`src/rtl/t07_ext_reg_bank.sv`:
```
// t07_ext_reg_bank
// Double-buffered register bank fed by the quad-SPI receive stage.
// SPI writes land in a shadow copy. On the rising edge of chip select the
// written entries are copied into the active copy in a single clock.
// The CPU reads only the active copy, so it never observes a partial frame.
module t07_ext_reg_bank #(
  parameter int DATA_W   = 32,
  parameter int ADDR_W   = 5,
  parameter int NUM_REGS = 31,
  parameter int FCNT_W   = 8
) (
  input  logic              clk,
  input  logic              nrst,
  input  logic              spi_cs_i,
  input  logic              spi_wr_i,
  input  logic [ADDR_W-1:0] spi_addr_i,
  input  logic [DATA_W-1:0] spi_data_i,
  input  logic              cpu_rd_req_i,
  input  logic [ADDR_W-1:0] cpu_addr_i,
  output logic [DATA_W-1:0] cpu_rd_data_o,
  output logic              cpu_rd_ack_o,
  input  logic              frame_clear_i,
  output logic              frame_ready_o,
  output logic              overrun_o,
  output logic [FCNT_W-1:0] frame_count_o,
  output logic [31:0]       wr_mask_o
);

  // One slot per address the bus can express. Slot 0 and any slot above
  // NUM_REGS are tied to zero, so a read of them needs no range check.
  localparam int SLOTS = 32;

  localparam logic [0:0] ST_IDLE = 1'b0;
  localparam logic [0:0] ST_ACK  = 1'b1;

  logic              cs_q_reg;
  logic              cs_rise;
  logic              commit;
  logic              spi_wr_ok;
  logic [SLOTS-1:0]  shadow_mask;
  logic [DATA_W-1:0] active_word [0:SLOTS-1];

  logic [0:0]        state_reg;
  logic [0:0]        state_next;
  logic [DATA_W-1:0] rd_data_reg;
  logic [31:0]       wr_mask_reg;
  logic [FCNT_W-1:0] frame_count_reg;
  logic              frame_ready_reg;
  logic              overrun_reg;

  // A write only counts inside a frame. Address decoding happens per slot,
  // so address 0 and out-of-range addresses simply match nothing.
  assign spi_wr_ok = spi_wr_i & ~spi_cs_i;
  assign cs_rise   = spi_cs_i & ~cs_q_reg;
  // A CS pulse that carried no writes must leave every output untouched.
  assign commit    = cs_rise & (|shadow_mask);

  genvar gi;
  generate
    for (gi = 0; gi < SLOTS; gi++) begin : g_slot
      if (gi >= 1 && gi <= NUM_REGS) begin : g_live
        logic [DATA_W-1:0] shadow_reg;
        logic [DATA_W-1:0] active_reg;
        logic              written_reg;
        logic              hit;

        assign hit = spi_wr_ok && (spi_addr_i == ADDR_W'(gi));

        // Shadow entry: the last write in a frame wins. The written flag is dropped at commit.
        always_ff @(posedge clk or negedge nrst) begin
          if (!nrst) begin
            shadow_reg  <= '0;
            written_reg <= 1'b0;
          end else if (hit) begin
            shadow_reg  <= spi_data_i;
            written_reg <= 1'b1;
          end else if (commit) begin
            written_reg <= 1'b0;
          end
        end

        // Active entry: updated only at commit, and only if this frame wrote it.
        always_ff @(posedge clk or negedge nrst) begin
          if (!nrst) begin
            active_reg <= '0;
          end else if (commit && written_reg) begin
            active_reg <= shadow_reg;
          end
        end

        assign shadow_mask[gi] = written_reg;
        assign active_word[gi] = active_reg;
      end else begin : g_tie
        assign shadow_mask[gi] = 1'b0;
        assign active_word[gi] = '0;
      end
    end
  endgenerate

  // Registered chip select. It resets to idle-high, so leaving reset with CS high is not seen as a rise.
  always_ff @(posedge clk or negedge nrst) begin
    if (!nrst) begin
      cs_q_reg <= 1'b1;
    end else begin
      cs_q_reg <= spi_cs_i;
    end
  end

  // Frame status. A commit on the same edge as a clear wins, so the CPU cannot miss a frame.
  always_ff @(posedge clk or negedge nrst) begin
    if (!nrst) begin
      wr_mask_reg     <= '0;
      frame_count_reg <= '0;
      frame_ready_reg <= 1'b0;
      overrun_reg     <= 1'b0;
    end else if (commit) begin
      wr_mask_reg     <= shadow_mask;
      frame_count_reg <= frame_count_reg + FCNT_W'(1);
      frame_ready_reg <= 1'b1;
      overrun_reg     <= overrun_reg | frame_ready_reg;
    end else if (frame_clear_i) begin
      frame_ready_reg <= 1'b0;
      overrun_reg     <= 1'b0;
    end
  end

  // Read FSM next state: accept in IDLE, acknowledge for one cycle, then return to IDLE.
  always_comb begin
    state_next = state_reg;
    case (state_reg)
      ST_IDLE: if (cpu_rd_req_i) state_next = ST_ACK;
      ST_ACK:  state_next = ST_IDLE;
      default: state_next = ST_IDLE;
    endcase
  end

  // Read FSM state and data capture. The capture sees pre-commit contents on a shared edge.
  always_ff @(posedge clk or negedge nrst) begin
    if (!nrst) begin
      state_reg   <= ST_IDLE;
      rd_data_reg <= '0;
    end else begin
      state_reg <= state_next;
      if (state_reg == ST_IDLE && cpu_rd_req_i) begin
        rd_data_reg <= active_word[cpu_addr_i];
      end
    end
  end

  assign cpu_rd_data_o = rd_data_reg;
  assign cpu_rd_ack_o  = (state_reg == ST_ACK);
  assign frame_ready_o = frame_ready_reg;
  assign overrun_o     = overrun_reg;
  assign frame_count_o = frame_count_reg;
  assign wr_mask_o     = wr_mask_reg;

endmodule

```
`config.mk`:
```
export PLATFORM = sky130hd
export DESIGN_NAME = t07_ext_reg_bank
export DESIGN_NICKNAME = d
export VERILOG_FILES = /design/src/rtl/t07_ext_reg_bank.sv
export SDC_FILE = /design/constraint.sdc
export NUM_CORES = 2
export LEC_CHECK = 0
export BUFFER_PORTS_ARGS = -buffer_cell sky130_fd_sc_hd__buf_2
export CORE_ASPECT_RATIO = 1.1
export CORE_MARGIN = 10
export CORE_UTILIZATION = 50
export DETAILED_ROUTE_END_ITERATION = 10
export PLACE_DENSITY = 0.66
export SYNTH_ARGS = -nofsm -noshare
export SYNTH_HDL_FRONTEND = slang
export SYNTH_SLANG_ARGS = --single-unit
```
`constraint.sdc`:
```
create_clock -name clk -period 4.4 [get_ports clk]
set_clock_uncertainty 0.15 [all_clocks]
set_input_delay 0.22 -clock clk [delete_from_list [all_inputs] [get_ports clk]]
set_output_delay 0.22 -clock clk [all_outputs]
set_load 0.1 [all_outputs]
```
==> qor.csv <==
stage,metric,value,unit
worst_setup_path,"Arr. time, crit path",4.17,ns
timing,actual slew at the worst max-slew pin,1.13,ns
logic_synthesis,Post-synth EDFFs,0,
logic_synthesis,Commonest cells post-synth,"dfrtp_1, mux2_2, mux4_2",
worst_setup_path,cell family with most CP delay,simple AND/OR/NAND/NOR gates,
clock_tree,TritonCTS clock tree,built,
clock_tree,# clock sinks,2090,
worst_setup_path,worst path bufs/invs,2,
logic_synthesis,largest family of logic cells by synthesized area,multiplexers,
power,switching part of the total power,24.8,%
logic_synthesis,mux cell area share after synthesis,32.7,%
timing,Fmax,276,MHz
timing,Hold WS,0.0773,ns
hold_path,Hold Path Class,primary input to register,
route,routed via count,45600,
clock_tree,Longest Clk Path Bufs,3,
floorplanning,full die area,188000,um^2
power,Pwr per Cell Area,473,nW/um^2
global_route,largest net degree at the start of global routing,128,
worst_setup_path,critical-path cell list,nor4_1 > nand4_1 > o21a_2 > buf_4 > nand2_2 > buf_4 > mux2_2,
logic_synthesis,cell count after synthesis,5289,
clock_tree,Root Driver,clkbuf_16,
placed_design,GPL Wtd Cong,0.786,
power,Worst VDD drop,0.000605,V
route,Via-to-Cell Ratio,5.82,
power,part of the power in registers,49.7,%
floorplanning,row cnt,158,
logic_synthesis,"FFs w/ async S/R, synth",100,%
worst_setup_path,CP dominant cell by count,buf_4,
logic_synthesis,"Cell Area, Synth",85300,um^2
worst_setup_path,"critical path fanouts, max",18,
floorplanning,chip height,453,um
worst_setup_path,CP max stage cell,o21a_2,
global_route,met2 GRT Util,37.4,%
logic_synthesis,"count leader, synth",dfrtp_1,
floorplanning,Die X-Extent,414,um
global_route,layer with the highest usage,met2,
clock_tree,H-tree levels,4,
floorplanning,Core ar.,169000,um^2
logic_synthesis,post-synth top area cell,dfrtp_1,
global_route,first-pass GRT wire length,314,mm
route,iteration-0 DRC count of the detailed router,2528,
global_route,gr ovfl total,0,
clock_tree,post-cts gate resize count,0,
placed_design,detailed placer's ending HPWL,126,mm
floorplanning,Initial Utilization,50.4,%
logic_synthesis,Synthesis Warnings,0,
timing,unrepaired setup endpoints after global routing,no,
power,Logic pwr share,11.4,%
power,switching power,11300,uW
global_route,met3 Usage GRT,3.46,%
clock_tree,CTS Buf Count,204,
final_layout,nets,5457,
clock_tree,clock latency at the later pin of the worst-skew pair,0.84,ns
route,final WL,205,mm
logic_synthesis,register area share after synthesis,61.3,%
route,DRT antenna net count,0,
power,Clk pwr share,38.9,%
logic_synthesis,Synth Register Bits,2090,
worst_setup_path,WP data required,4.95,ns
timing,fin crit share,82.2,%
global_route,met1 usage in global routing,29.4,%
logic_synthesis,syn avg cell area,16.1,um^2
timing,Max-slew headroom,25.0,%
run,total of max-cap violations,0,
logic_synthesis,adder-cell share of the synthesized area,0.0147,%
floorplanning,Top Ports,123,
logic_synthesis,dominant synthesized flop cell,dfrtp_1,
worst_setup_path,Slowest Stage Delay on Critical Path,0.53,ns
final_layout,share of post-route cells with drive strength above 1,51.7,%
worst_setup_path,Critical Setup Path Class,register to register,
logic_synthesis,xor and xnor fraction of the mapped netlist area,0.0718,%
timing,setup TNS,0,ns
route,Detailed Routing Iterations Pass 1,5,
logic_synthesis,Yosys cell types,47,
timing,"Hold Vio Cnt, Final",0,
status,outcome,"finished, final reports clean",
timing,Final Setup Violations,0,
timing,Max Transition Viols Final,0,
worst_setup_path,CP Launch Type,register,
power,Leakage,0.0476,uW
logic_synthesis,complex-gate fraction of the synthesized area,2.18,%
logic_synthesis,post-synthesis simple-gate area fraction,1.27,%
placed_design,I/O Buffers,121,
logic_synthesis,top post-synthesis cells by area,"dfrtp_1, mux2_2, mux4_2",
global_route,antenna violations before repair,9,
worst_setup_path,CP endpoint kind,register,
clock_tree,clock slew at reported path FFs,0.06,ns
power,cell-internal power,34100,uW
timing,fin crit period,3.62,ns
logic_synthesis,area share of the largest cell type after synthesis,61.3,%
route,WL per Instance,26.1,um
clock_tree,post-CTS setup buffers,0,
global_route,vias in the first global route,49400,
logic_synthesis,syn_nets,5338,
global_route,global-route usage over all layers,22.0,%
final_layout,P&R area growth vs syn,12.4,%
route,# DRC,0,
cell usage in the layout (no fill, tap or decap), drive strengths merged, types with 23 or more instances in the layout:
cell	synthesis	routed
a211oi	54	54
clkbuf	153	330
dfrtp	2089	2089
mux2i	66	66
buf	256	284
mux4	215	215
a22o	31	31
a21oi	58	58
nand2	148	148
o22ai	63	63
mux2	1993	1993
dlygate4sd3	0	38
a31oi	23	23
clkinv	0	33
repair_timing:
action                                  in CTS  in global routing
hold endpoints to repair                  2080                  0
endpoints found under the setup margin       0                  0
hold buffers                                39                  0
power by group through the flow:
stage	Combinational, uW	Clock, uW	Sequential [uW]
2_1_floorplan	2970	0	23300
3_3_place_gp	5050	0	22800
3_5_place_dp	5190	0	22900
4_1_cts	5240	18000	22500
5_1_grt	5580	18800	22800
6_report	5180	17700	22500
cell type report:
type                            instances  area [um^2]
Timing Repair Buffer                  322         2750
Multi-Input combinational cell       2787        31200
Inverter                                3         11.3
Antenna cell                            4         10.0
Tap cell                             2240         2800
Clock buffer                          330         6330
Fill cell                           13300        73300
Clock inverter                         52          542
Sequential cell                      2090        52300
cell families (layout without fill, tap and decap cells):
family	count (synthesis)	count (layout)
muxes	2274	2274
other	1	5
buffers and inverters	412	707
and+or+nand+nor	230	230
xor gates and xnor gates	7	7
adders and majority gates	1	1
AOI/OAI and AO/OA	274	274
DFF	2090	2090
worst register-to-register path, stage by stage, from the launching register on:
cell     delay (ns)
dfrtp_1        0.42
nor4_1         0.49
nand4_1        0.42
o21a_2         0.53
buf_4          0.31
nand2_2        0.47
buf_4          0.34
mux2_2         0.36
final timing paths:
| check | startpoint | end | slack [ns] | cells past startpoint |
|---|---|---|---|---|
| max | g_slot[23].g_live.written_reg | g_slot[27].g_live.active_reg[19] | 0.78 | 7 |
| min | spi_data_i[16] | g_slot[24].g_live.shadow_reg[16] | 0.08 | 2 |
| min in group asynchronous | nrst | g_slot[29].g_live.active_reg[24] | 0.13 | 3 |
| max reg2reg | g_slot[23].g_live.written_reg | g_slot[27].g_live.active_reg[19] | 0.78 | 7 |
| min reg2reg | wr_mask_o[8] | wr_mask_o[8] | 0.32 | 2 |
| max in group asynchronous | nrst | g_slot[14].g_live.active_reg[5] | 3.13 | 3 |
per-layer routing:
layer,vias to the layer above,share of wire [%]
li1,19500,-
met5,-,0
met3,322,3.8
met1,25000,44
met2,763,50
met4,0,2.6
per-stage QoR:
stage / instance area (um^2) / cells / util [%] / power, uW / setup WS, ns
3_5_place_dp: 88600 / 7403 / 52.4 / 28100 / 0.939
6_report: 95900 / 7828 / 56.7 / 45400 / 0.782
3_3_place_gp: 88600 / 7403 / 52.4 / 27800 / 0.997
4_1_cts: 95900 / 7824 / 56.7 / 45800 / 0.922
2_1_floorplan: 85300 / 5289 / - / 26200 / 2.21
5_1_grt: 95900 / 7825 / 56.7 / 47200 / 0.668
Power figures use the tool's default switching activity.
